File: src/rtl/riscv_pkg.sv
// riscv_pkg: load/store size encodings and LSU state type shared by the split LSU.
package riscv_pkg;
  localparam logic [2:0] LDST_B  = 3'b000;
  localparam logic [2:0] LDST_H  = 3'b001;
  localparam logic [2:0] LDST_W  = 3'b010;
  localparam logic [2:0] LDST_BU = 3'b100;
  localparam logic [2:0] LDST_HU = 3'b101;
  typedef enum logic [1:0] {IDLE, HI, ERR} lsu_state_t;
endpackage

File: src/rtl/riscv_lsu_split_if.sv
// riscv_lsu_split_if: core-side access port and memory beat port of the split LSU.
interface riscv_lsu_split_if #(parameter int ADDR_W = 32) ();
  logic              core_req_i;
  logic              core_we_i;
  logic [2:0]        core_size_i;
  logic [ADDR_W-1:0] core_addr_i;
  logic [31:0]       core_wd_i;
  logic [31:0]       core_rd_o;
  logic              core_stall_o;
  logic              core_fault_o;
  logic              mem_req_o;
  logic              mem_we_o;
  logic [3:0]        mem_be_o;
  logic [ADDR_W-1:0] mem_addr_o;
  logic [31:0]       mem_wd_o;
  logic [31:0]       mem_rd_i;
  logic              mem_ready_i;
  modport master (
    input  core_req_i, core_we_i, core_size_i, core_addr_i, core_wd_i, mem_rd_i, mem_ready_i,
    output core_rd_o, core_stall_o, core_fault_o, mem_req_o, mem_we_o, mem_be_o, mem_addr_o, mem_wd_o
  );
  modport slave (
    output core_req_i, core_we_i, core_size_i, core_addr_i, core_wd_i, mem_rd_i, mem_ready_i,
    input  core_rd_o, core_stall_o, core_fault_o, mem_req_o, mem_we_o, mem_be_o, mem_addr_o, mem_wd_o
  );
endinterface

File: src/rtl/riscv_lsu_align.sv
// riscv_lsu_align: byte-lane enables, store data steering and load extraction/extension.
module riscv_lsu_align
  import riscv_pkg::*;
(
  input  logic [2:0]  size,
  input  logic [1:0]  off,
  input  logic        hi,
  input  logic [31:0] wd,
  input  logic [31:0] rd,
  input  logic [31:0] lo,
  output logic [3:0]  be,
  output logic [31:0] lane_wd,
  output logic [31:0] ld
);
  logic [3:0]  mask;
  logic [7:0]  be8;
  logic [63:0] wd64, rd64;
  assign mask    = size[1] ? 4'b1111 : size[0] ? 4'b0011 : 4'b0001;
  // Both beats come from one 64-bit window: beat 1 holds what spills past lane 3.
  assign be8     = {4'b0000, mask} << off;
  assign be      = hi ? be8[7:4] : be8[3:0];
  assign wd64    = {32'b0, wd} << {off, 3'b000};
  assign lane_wd = hi ? wd64[63:32] : wd64[31:0];
  assign rd64    = (hi ? {rd, lo} : {32'b0, rd}) >> {off, 3'b000};
  assign ld      = size[1] ? rd64[31:0] :
                   size[0] ? {{16{~size[2] & rd64[15]}}, rd64[15:0]} :
                             {{24{~size[2] & rd64[7]}}, rd64[7:0]};
endmodule

File: src/rtl/riscv_lsu_split.sv
// riscv_lsu_split: load/store unit issuing one or two word beats per core access.
// RISCV_LSU_MISALIGN_EN splits misaligned accesses; otherwise they fault with no beat.
module riscv_lsu_split
  import riscv_pkg::*;
#(
  parameter int ADDR_W  = 32,
  parameter int TIMEOUT = 255
) (
  input  logic clk_i,
  input  logic rst_i,
  riscv_lsu_split_if.master bus
);
  localparam int CW = $clog2(TIMEOUT + 2);
  lsu_state_t    state;
  logic [CW-1:0] cnt;
  logic [1:0]    off;
  logic          valid, mis, hi, bad, req, done, last, to;
  logic [31:0]   ld;
  assign off   = bus.core_addr_i[1:0];
  assign valid = bus.core_size_i inside {LDST_B, LDST_H, LDST_W, LDST_BU, LDST_HU};
  assign mis   = (bus.core_size_i[1:0] == 2'b01 && off == 2'd3) || (bus.core_size_i == LDST_W && off != 2'd0);
  assign hi    = state == HI;
`ifdef RISCV_LSU_MISALIGN_EN
  localparam bit MIS_EN = 1'b1;
  logic [31:0] lo_q;
  always_ff @(posedge clk_i or negedge rst_i)
    if (!rst_i) lo_q <= '0;
    else if (done && mis && !hi) lo_q <= bus.mem_rd_i;
`else
  localparam bit MIS_EN = 1'b0;
  logic [31:0] lo_q;
  assign lo_q = '0;
`endif
  assign bad  = bus.core_req_i && state == IDLE && (!valid || (mis && !MIS_EN));
  // Gating with reset drops a beat in flight the moment reset asserts.
  assign req  = rst_i && bus.core_req_i && (hi || (state == IDLE && !bad));
  assign done = req && bus.mem_ready_i;
  assign last = done && (hi || !mis);
  assign to   = TIMEOUT != 0 && req && !bus.mem_ready_i && 32'(cnt) + 32'd1 == 32'(TIMEOUT);
  always_ff @(posedge clk_i or negedge rst_i)
    if (!rst_i) begin
      state <= IDLE;
      cnt   <= '0;
    end else begin
      cnt   <= (req && !bus.mem_ready_i && !to) ? cnt + CW'(1) : '0;
      state <= state == ERR                   ? IDLE :
               (bad || to)                    ? ERR  :
               (hi && !bus.core_req_i)        ? IDLE :
               (done && mis && MIS_EN && !hi) ? HI   :
               done                           ? IDLE : state;
    end
  riscv_lsu_align u_align (
    .size    (bus.core_size_i),
    .off     (off),
    .hi      (hi),
    .wd      (bus.core_wd_i),
    .rd      (bus.mem_rd_i),
    .lo      (lo_q),
    .be      (bus.mem_be_o),
    .lane_wd (bus.mem_wd_o),
    .ld      (ld)
  );
  assign bus.mem_req_o    = req;
  assign bus.mem_we_o     = bus.core_we_i;
  assign bus.mem_addr_o   = {bus.core_addr_i[ADDR_W-1:2], 2'b00} + (hi ? ADDR_W'(4) : ADDR_W'(0));
  assign bus.core_stall_o = bus.core_req_i && !last && state != ERR;
  assign bus.core_fault_o = state == ERR;
  assign bus.core_rd_o    = (state != ERR && !bus.core_we_i) ? ld : '0;
endmodule

File: src/flat_wrapper.sv
// flat-port wrapper written by rule: the top's interface ports become plain ports
module riscv_lsu_split_flat import riscv_pkg::*;
#(
  parameter int ADDR_W  = 32,
  parameter int TIMEOUT = 255
)
  (clk_i, rst_i, bus_core_req_i, bus_core_we_i, bus_core_size_i, bus_core_addr_i, bus_core_wd_i, bus_mem_rd_i, bus_mem_ready_i, bus_core_rd_o, bus_core_stall_o, bus_core_fault_o, bus_mem_req_o, bus_mem_we_o, bus_mem_be_o, bus_mem_addr_o, bus_mem_wd_o);
  riscv_lsu_split_if #(.ADDR_W(ADDR_W)) bus_i ();
  input  logic clk_i;
  input  logic rst_i;
  input wire logic [$bits(bus_i.core_req_i)-1:0] bus_core_req_i;
  input wire logic [$bits(bus_i.core_we_i)-1:0] bus_core_we_i;
  input wire logic [$bits(bus_i.core_size_i)-1:0] bus_core_size_i;
  input wire logic [$bits(bus_i.core_addr_i)-1:0] bus_core_addr_i;
  input wire logic [$bits(bus_i.core_wd_i)-1:0] bus_core_wd_i;
  input wire logic [$bits(bus_i.mem_rd_i)-1:0] bus_mem_rd_i;
  input wire logic [$bits(bus_i.mem_ready_i)-1:0] bus_mem_ready_i;
  output wire logic [$bits(bus_i.core_rd_o)-1:0] bus_core_rd_o;
  output wire logic [$bits(bus_i.core_stall_o)-1:0] bus_core_stall_o;
  output wire logic [$bits(bus_i.core_fault_o)-1:0] bus_core_fault_o;
  output wire logic [$bits(bus_i.mem_req_o)-1:0] bus_mem_req_o;
  output wire logic [$bits(bus_i.mem_we_o)-1:0] bus_mem_we_o;
  output wire logic [$bits(bus_i.mem_be_o)-1:0] bus_mem_be_o;
  output wire logic [$bits(bus_i.mem_addr_o)-1:0] bus_mem_addr_o;
  output wire logic [$bits(bus_i.mem_wd_o)-1:0] bus_mem_wd_o;
  assign bus_i.core_req_i = bus_core_req_i;
  assign bus_i.core_we_i = bus_core_we_i;
  assign bus_i.core_size_i = bus_core_size_i;
  assign bus_i.core_addr_i = bus_core_addr_i;
  assign bus_i.core_wd_i = bus_core_wd_i;
  assign bus_i.mem_rd_i = bus_mem_rd_i;
  assign bus_i.mem_ready_i = bus_mem_ready_i;
  assign bus_core_rd_o = bus_i.core_rd_o;
  assign bus_core_stall_o = bus_i.core_stall_o;
  assign bus_core_fault_o = bus_i.core_fault_o;
  assign bus_mem_req_o = bus_i.mem_req_o;
  assign bus_mem_we_o = bus_i.mem_we_o;
  assign bus_mem_be_o = bus_i.mem_be_o;
  assign bus_mem_addr_o = bus_i.mem_addr_o;
  assign bus_mem_wd_o = bus_i.mem_wd_o;
  riscv_lsu_split #(.ADDR_W(ADDR_W), .TIMEOUT(TIMEOUT)) u_core (.clk_i(clk_i), .rst_i(rst_i), .bus(bus_i));
endmodule
File: config.mk
export PLATFORM = sky130hd
export DESIGN_NAME = riscv_lsu_split_flat
export DESIGN_NICKNAME = d
export VERILOG_FILES = /design/src/rtl/riscv_pkg.sv /design/src/rtl/riscv_lsu_split_if.sv /design/src/rtl/riscv_lsu_align.sv /design/src/rtl/riscv_lsu_split.sv /design/src/flat_wrapper.sv
export SDC_FILE = /design/constraint.sdc
export NUM_CORES = 1
export LEC_CHECK = 0
export CAP_MARGIN = 20
export CORE_MARGIN = 1.5
export CORE_UTILIZATION = 30
export CTS_BUF_LIST = sky130_fd_sc_hd__clkbuf_4 sky130_fd_sc_hd__clkbuf_8
export DETAILED_ROUTE_END_ITERATION = 10
export GPL_TIMING_DRIVEN = 0
export PLACE_DENSITY = 0.78
export SLEW_MARGIN = 10
export SYNTH_ARGS = -nofsm -noshare
export SYNTH_HDL_FRONTEND = slang
export SYNTH_SLANG_ARGS = --single-unit
export TNS_END_PERCENT = 5
File: constraint.sdc
create_clock -name clk_i -period 4.3 [get_ports clk_i]
set_input_delay 1.075 -clock clk_i [delete_from_list [all_inputs] [get_ports clk_i]]
set_output_delay 1.075 -clock clk_i [all_outputs]
set_load 0.02 [all_outputs]
# Word-level counts from Yosys, hierarchy flattened
# Index checks and enable logic that the tools add are counted.
[classes]
addsub = 3
bitwise = 3
n_eq_ne = 10
shifts = 3
n_reduce_logical = 34
n_mux = 14
[ops]
columns = ["cell", "n"]
rows = [
  ["two-way mux 32 bit", 4],
  ["two-way mux 64 bit", 1],
  ["<< shifter 32 x 5 -> 64 bit", 1],
  ["right shift 64 x 5 -> 32 bit", 1],
  ["adder 32 bit", 1],
  ["equality test 32 x 8 -> 1 bit (second input constant)", 1],
  ["logical AND 1 bit", 16],
  ["adder 9 x 1 -> 10 bit (second input constant)", 1],
  ["two-way mux 2 bit", 5],
  ["adder 9 x 1 -> 9 bit (second input constant)", 1],
  ["two-way mux 9 bit", 1],
  ["logical NOT 1 bit", 8],
  ["two-way mux 4 bit", 2],
  ["<< shifter 4 x 2 -> 8 bit", 1],
  ["equality test 3 bit (second input constant)", 2],
  ["logical OR 1 bit", 5],
  ["nonzero test 5 bit", 1],
  ["equality test 2 x 1 -> 1 bit (second input constant)", 2],
  ["equality test 2 bit (second input constant)", 2],
  ["nonzero test 4 bit", 1],
  ["equality test 3 x 1 -> 1 bit (second input constant)", 1],
  ["equality test 3 x 2 -> 1 bit (second input constant)", 1],
  ["logical NOT 3 bit", 1],
  ["two-way mux 3 bit", 1],
  ["5 further kinds", 6],
]
[word_totals]
word_cells = 69
ff_bits = 11
in_bits = 104
out_inout_bits = 104

# Logic depth before layout (Yosys ltp)
# Gate-level depths: netlist of run 1.
[depth]
ltp_word = 14
depth_mapped = 7

# Hierarchy
# Synthesis of run 1 repeated with hierarchy kept, for this count alone.
[hier_totals]
hier_cells = 481
area_unflattened_um2 = 3589.7
[modules_own_cells]
columns = ["module", "cells_per_inst", "n_inst", "seq_area_each_um2", "area_each_um2"]
rows = [
  ["riscv_lsu_align", 336, 1, 0.0, 2412.3],
  ["riscv_lsu_split", 145, 1, 250.2, 1177.4],
]

# Least setup slack after synthesis of run 1
# Ideal clock, no wire load.
[synth_timing]
path_type = "input port to output port"
start = "input port bus_core_addr_i[0]"
end = "output port bus_core_rd_o[26]"
t_arrival_ns = 2.417
n_path_buf = 2
path_slack_ns = 0.808
cell_stages = 6
cell_sequence = "buf_6 -> nor2_1 -> and3_1 -> clkbuf_1 -> nand2_1 -> o21ai_0"
[synth_between]
elab_chain_len = 5
elab_cells_between_ends = 6
cone_classes = "shift (1); mux (3); bitwise (2)"
[synth_lines]
columns = ["element", "line_no", "text"]
rows = [
  ["start, declared", "flat_wrapper.sv:14", "input wire logic [$bits(bus_i.core_addr_i)-1:0] bus_core_addr_i;"],
  ["right shift 64 x 5 -> 32 bit (*)", "riscv_lsu_align.sv:24", "assign rd64 = (hi ? {rd, lo} : {32'b0, rd}) >> {off, 3'b000};"],
  ["AND 1 bit, on equally long branches", "riscv_lsu_align.sv:27, riscv_lsu_align.sv:26", ""],
  ["two-way mux 32 bit", "riscv_lsu_align.sv:26", "size[0] ? {{16{~size[2] & rd64[15]}}, rd64[15:0]} :"],
  ["two-way mux 32 bit (*)", "riscv_lsu_align.sv:25", "assign ld = size[1] ? rd64[31:0] :"],
  ["two-way mux 32 bit (*)", "riscv_lsu_split.sv:68", "assign bus.core_rd_o = (state != ERR && !bus.core_we_i) ? ld : '0;"],
  ["end, declared", "flat_wrapper.sv:18", "output wire logic [$bits(bus_i.core_rd_o)-1:0] bus_core_rd_o;"],
]
# Mark *: on every way between the ends. The rest lies on a longest branch, timed or not.

# Worst setup path after layout of run 1
[layout_timing]
start = "input port bus_core_addr_i[1]"
end = "output port bus_core_rd_o[4]"
[layout_between]
elab_chain_len = 4
[layout_lines]
columns = ["element", "line_no"]
rows = [
  ["right shift 64 x 5 -> 32 bit (*)", "riscv_lsu_align.sv:24"],
  ["two-way mux 32 bit", "riscv_lsu_align.sv:26"],
  ["two-way mux 32 bit (*)", "riscv_lsu_align.sv:25"],
  ["two-way mux 32 bit (*)", "riscv_lsu_split.sv:68"],
]
# Marked as above.

==> results of run 1 <==
per-layer routing:
metal | GRT usage | vias up
met5 | 0 | -
met4 | 0.04365 | 0
met3 | 0.03114 | 13
met2 | 0.4117 | 146
met1 | 0.2784 | 1370
li1 | - | 1440
flip-flops by register name (all words and copies together), names as in the netlist:
signal        count
u_core.cnt        9
u_core.state      1
logic make-up (layout without fill, tap and decap cells):
kind of cell,count (synthesis),count (layout)
mux,36,36
buf+inv,63,238
simple gates,101,101
flops,10,10
xor+xnor,7,7
compound gates,93,93
other cells,1,2
fa+ha+maj,2,2
final cells by class:
type,instances,area [um^2],share of cell area
well taps,99,123.9,0.02920
inverters,5,18.77,0.004425
repair buffers,174,1754,0.4136
clock buffers,3,41.29,0.009735
multi-input cells,241,1655,0.3903
flip-flops and latches,10,250.2,0.05900
plain buffers,56,397.9,0.09381
final timing paths:
path                       slack, ns               end               start  cells after the start
min                             0.58     u_core.cnt[6]       u_core.cnt[6]                      2
min in group asynchronous       0.81     u_core.cnt[7]               rst_i                      1
min reg2reg                     0.58     u_core.cnt[6]       u_core.cnt[6]                      2
max in group asynchronous       3.14     u_core.cnt[4]               rst_i                      1
max                             0.06  bus_core_rd_o[4]  bus_core_addr_i[1]                      7
max reg2reg                     2.16     u_core.cnt[0]       u_core.cnt[0]                      5
Yosys cell counts (8+ instances only):
master,n,area share
a211oi_1,31,0.10
a21oi_1,28,0.061
and2_1,9,0.024
buf_2,14,0.030
buf_4,33,0.11
dfrtp_1,10,0.11
mux2_2,8,0.039
mux2i_1,26,0.11
nand2_1,27,0.044
nor2_1,24,0.039
nor2b_1,17,0.046
o21ai_0,15,0.033
o21ai_2,10,0.038
power breakdown:
part           switching, mW  internal, mW  leakage [nW]
Sequential           0.00138        0.0953         0.139
Combinational          0.220         0.228          1.75
Clock                 0.0341        0.0611        0.0216
Total                  0.255         0.385          1.91
critical path, stage by stage:
cell,delay [ns]
clkdlybuf4s50_1,0.49
buf_6,0.16
clkbuf_4,0.24
buf_4,0.22
a211oi_1,0.11
a211oi_1,0.22
clkdlybuf4s50_1,0.65
==> flow_metrics.tcl, run 1 <==
set metrics [dict create \
    syn_inst 313 \
    synth-compound-area-share 0.2832 \
    ys_ff_latch 10 \
    period_minus_slack_ns 4.245 \
    cp_data_required_time_ns 3.22 \
    crit_fanout 10 \
    grt_max_degree 13 \
    first_iter_violations 137 \
    tightest_slew_ns 0.6854 \
    total_leakage_power_nw 1.914 \
    met1_length_mm 3.999 \
    synth_xor_area_frac 0.02663 \
    drc 0 \
    period_share 0.9872 \
    cts_tree "done" \
    wl_per_cell_um 16.53 \
    die-area_um2 8208 \
    antenna_found_initial 0 \
    layout-drive-gt1-share 0.1738 \
    wl_met2_mm 4.975 \
    power_density_nw_per_um2 150.9 \
    drv_slew 0 \
    num_vias 2969 \
    wl_met3_um 601 \
    coreArea_um2 7331 \
    whs_ns 0.5836 \
    syn_avg_cell_area_um2 7.355 \
    nNetsFinal 597 \
    min_path_type "flop to flop" \
    maxSlewHeadroom 0.5431 \
    htree_levels 1 \
    cp_data_arrival_time_ns 3.17 \
    cts.sinks 10 \
    layout_common_cells "142 x clkdlybuf4s50_1, 36 x buf_4, 31 x a211oi_1, 28 x a21oi_1, 27 x nand2_1" \
    place_hpwl_mm 7.707 \
    yosysWarnings 0 \
    grt_pass1_vias 2951 \
    yosysSeqAreaShare 0.1087 \
    setup_viol 0 \
    clk_latency_ns 0.23 \
    ios 208 \
    stdcell_count 588 \
    final_common_cell "clkdlybuf4s50_1" \
    yosys.area_share.simple 0.2201 \
    initial_utilization 0.3140 \
    antenna_cells 0 \
    critPathLaunchType "input pin" \
    grt_pass1_wl_mm 15.15 \
    async_reset_ff_frac 1.000 \
    gp_congestion 0.8716 \
    synth_top_family_by_area "compound AO/OA/AOI/OAI gates" \
    fin_util 0.5786 \
    fmax_mhz 235.6 \
    rsz0062_at_grt "yes" \
    ir_drop_uv 196.2 \
    dp_cells 587 \
    ys_types 45 \
    synthesis.area_um2 2302 \
    post_dp_cell_area_um2 4172 \
    outcome "completed" \
    synthFlopType "dfrtp_1" \
    maxCapViolations 0 \
    drtAntennaViolNets 0 \
    post-cts-setup-buffers 0 \
    top_layer "met4" \
    clock-root-buffer "clkbuf_8" \
    die_x_um 90.60 \
    synth_fa_ha_area_frac 0.01087 \
    path_class "input pin to output port" \
    fillers 693 \
    routed_via_density 5.049 \
    die_y_um 90.60 \
    overflow 0 \
    finalPower_mw 0.6402 \
    syn2layout_area_growth_pct 84.24 \
    postCtsHoldBufs 0 \
    clockBufferDepth 2 \
    hold_viol 0 \
    firstDrtPassIters 4 \
    dp_slack_ns -0.5099 \
    synth_edf_count 0 \
    ctsResizeCount 24 \
    endpoint_kind "output port" \
    routed_wl_mm 9.718 \
    muxShareOfSynthArea 0.1717 \
    cts.reportedPaths.clkPinSlew_ns 0.04 \
    port_buffers 174 \
    skew_ns 0.002418 \
    postLayoutCellArea_um2 4242 \
    layout_setup_ws_ns 0.05521 \
    setup_tns_ns 0 \
    cts_inserted_buffers 3 \
    rows 31 \
    grt.total_usage 0.2250 \
]
No activity file was read; power rests on OpenSTA's default activity.
==> run 2, diff against run 1 <==
--- a/config.mk
+++ b/config.mk
@@ -6,12 +6,14 @@
 export NUM_CORES = 1
 export LEC_CHECK = 0
 export CAP_MARGIN = 20
+export CELL_PAD_IN_SITES_DETAIL_PLACEMENT = 1
+export CELL_PAD_IN_SITES_GLOBAL_PLACEMENT = 2
 export CORE_MARGIN = 1.5
-export CORE_UTILIZATION = 30
+export CORE_UTILIZATION = 16
 export CTS_BUF_LIST = sky130_fd_sc_hd__clkbuf_4 sky130_fd_sc_hd__clkbuf_8
 export DETAILED_ROUTE_END_ITERATION = 10
 export GPL_TIMING_DRIVEN = 0
-export PLACE_DENSITY = 0.78
+export PLACE_DENSITY_LB_ADDON = 0.1
 export SLEW_MARGIN = 10
 export SYNTH_ARGS = -nofsm -noshare
 export SYNTH_HDL_FRONTEND = slang
==> run 2 against run 1 <==
Sequential power about the same. Cell count up 14%. First-iteration DRC count down 36%. Global-route usage down 8.0 points. Critical path type unchanged. Critical endpoint is now bus_mem_wd_o[28].
==> flow_metrics.tcl, run 2 (same netlist as run 1, synthesis figures left out) <==
set metrics [dict create \
    outcome "completed" \
    layout-drive-gt1-share 0.1792 \
    min_path_type "flop to flop" \
    grt_pass1_wl_mm 17.06 \
    maxSlewHeadroom 0.5244 \
    coreArea_um2 13990 \
    fin_util 0.3136 \
    clock-root-buffer "clkbuf_8" \
    tightest_slew_ns 0.7135 \
    rows 43 \
    holdPathEnd "u_core.cnt[0]" \
    crit_fanout 10 \
    stdcell_count 671 \
    cts_tree "done" \
    regToRegStartpoint "u_core.cnt[0]" \
    fillers 1673 \
    total_leakage_power_nw 1.980 \
    dp_cells 668 \
    critPathLaunchType "input pin" \
    initial_utilization 0.1646 \
    die_x_um 123.0 \
    drc 0 \
    path_cells "clkdlybuf4s50_1 > buf_6 > buf_4 > clkbuf_4 > a211oi_1 > a21oi_1 > clkdlybuf4s50_1" \
    clockBufferDepth 2 \
    path_class "input pin to output port" \
    die-area_um2 15120 \
    num_vias 2959 \
    postCtsHoldBufs 0 \
    grt_max_degree 13 \
    top_regs "u_core.cnt: 9 flops, u_core.state: 1 flops" \
    routed_wl_mm 11.53 \
    largest_reg_flops 9 \
    antenna_found_initial 0 \
    post_dp_cell_area_um2 4273 \
    port_buffers 174 \
    layout_common_cells "134 x clkdlybuf4s50_1, 38 x buf_4, 31 x a211oi_1, 28 x a21oi_1, 27 x nand2_1" \
    grt.total_usage 0.1446 \
    cts_inserted_buffers 3 \
    power_density_nw_per_um2 152.5 \
    cp_data_required_time_ns 3.22 \
    wl_per_cell_um 17.18 \
    skew_ns 0.003220 \
    period_minus_slack_ns 4.194 \
    drtAntennaViolNets 0 \
    antenna_cells 0 \
    maxCapViolations 0 \
    dp_slack_ns -0.5501 \
    final_common_cell "clkdlybuf4s50_1" \
    cpMostUsedCell "clkdlybuf4s50_1" \
    cp_data_arrival_time_ns 3.12 \
    r2r_slack_ns 2.17 \
    cts.reportedPaths.clkPinSlew_ns 0.05 \
    clk_latency_ns 0.24 \
    top_register "u_core.cnt" \
    overflow 0 \
    grt_pass1_vias 3024 \
    hold_viol 0 \
    nNetsFinal 598 \
    ir_drop_uv 125.3 \
    setup_viol 0 \
    max_stage_delay_ns 0.63 \
    layout_setup_ws_ns 0.1062 \
    place_hpwl_mm 9.504 \
    worstHoldStart "u_core.cnt[0]" \
    routed_via_density 4.410 \
    rsz0062_at_grt "yes" \
    postLayoutCellArea_um2 4387 \
    endpoint_kind "output port" \
    first_iter_violations 88 \
    reg2regPathDepth 5 \
    drv_slew 0 \
    whs_ns 0.5719 \
    cts.sinks 10 \
    period_share 0.9753 \
    gp_congestion 0.7967 \
    worstReg2RegEnd "u_core.cnt[7]" \
    fmax_mhz 238.4 \
    die_y_um 123.0 \
    firstDrtPassIters 4 \
    whs_path_depth 1 \
    ios 208 \
    crit_slowest_cell "clkdlybuf4s50_1" \
    htree_levels 1 \
    syn2layout_area_growth_pct 90.54 \
]
run 2: cell count changes in the layout (fill, tap and decap cells not counted), sizes merged:
cell	delta
clkdlybuf4s50	-8
clkdlybuf4s15	+6
dlygate4sd2	-8
buf	+2
clkbuf	+2
dlymetal6s2s	+8
run 2: where the power goes:
group	internal, mW	total, mW	switching [mW]
Clock	0.0806	0.119	0.0387
Sequential	0.0952	0.0964	0.00128
Combinational	0.228	0.453	0.225
run 2: worst max-delay path by stage:
| stage | start | to | slack, ns | cells after the start |
|---|---|---|---|---|
| floorplan | bus_core_addr_i[0] | bus_core_rd_o[26] | 0.81 | 6 |
| global placement | bus_core_addr_i[1] | bus_core_rd_o[28] | -0.54 | 8 |
| detailed placement | bus_core_addr_i[1] | bus_core_rd_o[28] | -0.55 | 8 |
| CTS | bus_core_we_i | bus_core_rd_o[23] | -0.20 | 7 |
| global route | bus_core_addr_i[1] | bus_core_rd_o[30] | -0.01 | 8 |
| finish | bus_core_addr_i[1] | bus_mem_wd_o[28] | 0.11 | 7 |
run 2: layout make-up:
| class | count | area (um^2) | area share |
|---|---|---|---|
| Sequential cell | 10 | 250.2 | 0.05705 |
| Buffer | 57 | 401.6 | 0.09156 |
| Tap cell | 180 | 225.2 | 0.05134 |
| Timing Repair Buffer | 174 | 1774 | 0.4044 |
| Clock buffer | 4 | 55.05 | 0.01255 |
| Inverter | 5 | 18.77 | 0.004278 |
| Multi-Input combinational cell | 241 | 1662 | 0.3788 |
run 2: routing by layer:
layer  GRT usage  wire length [um]
met2      0.2507              5459
met3     0.02768               962
met1      0.1905              5022
met5           0                 0
met4     0.01817                81
run 2: stage by stage:
step                power, mW  setup TNS [ns]
floorplan              0.3242               0
global placement       0.5619          -9.742
detailed placement     0.5631          -9.723
CTS                    0.6843         -0.4004
global route           0.7161        -0.01372
finish                 0.6691               0
run 2: repair_timing:
action,4_1_cts,5_1_grt
pin swaps,0,0
setup endpoints to repair,52,38
gates resized for setup,26,34
cloned,0,0
setup buffers,0,0
run 2: worst max-delay path, delay by kind of cell:
family,cells,cell delay (ns)
buffers and inverters,5,1.82
AO/OA/AOI/OAI,2,0.23
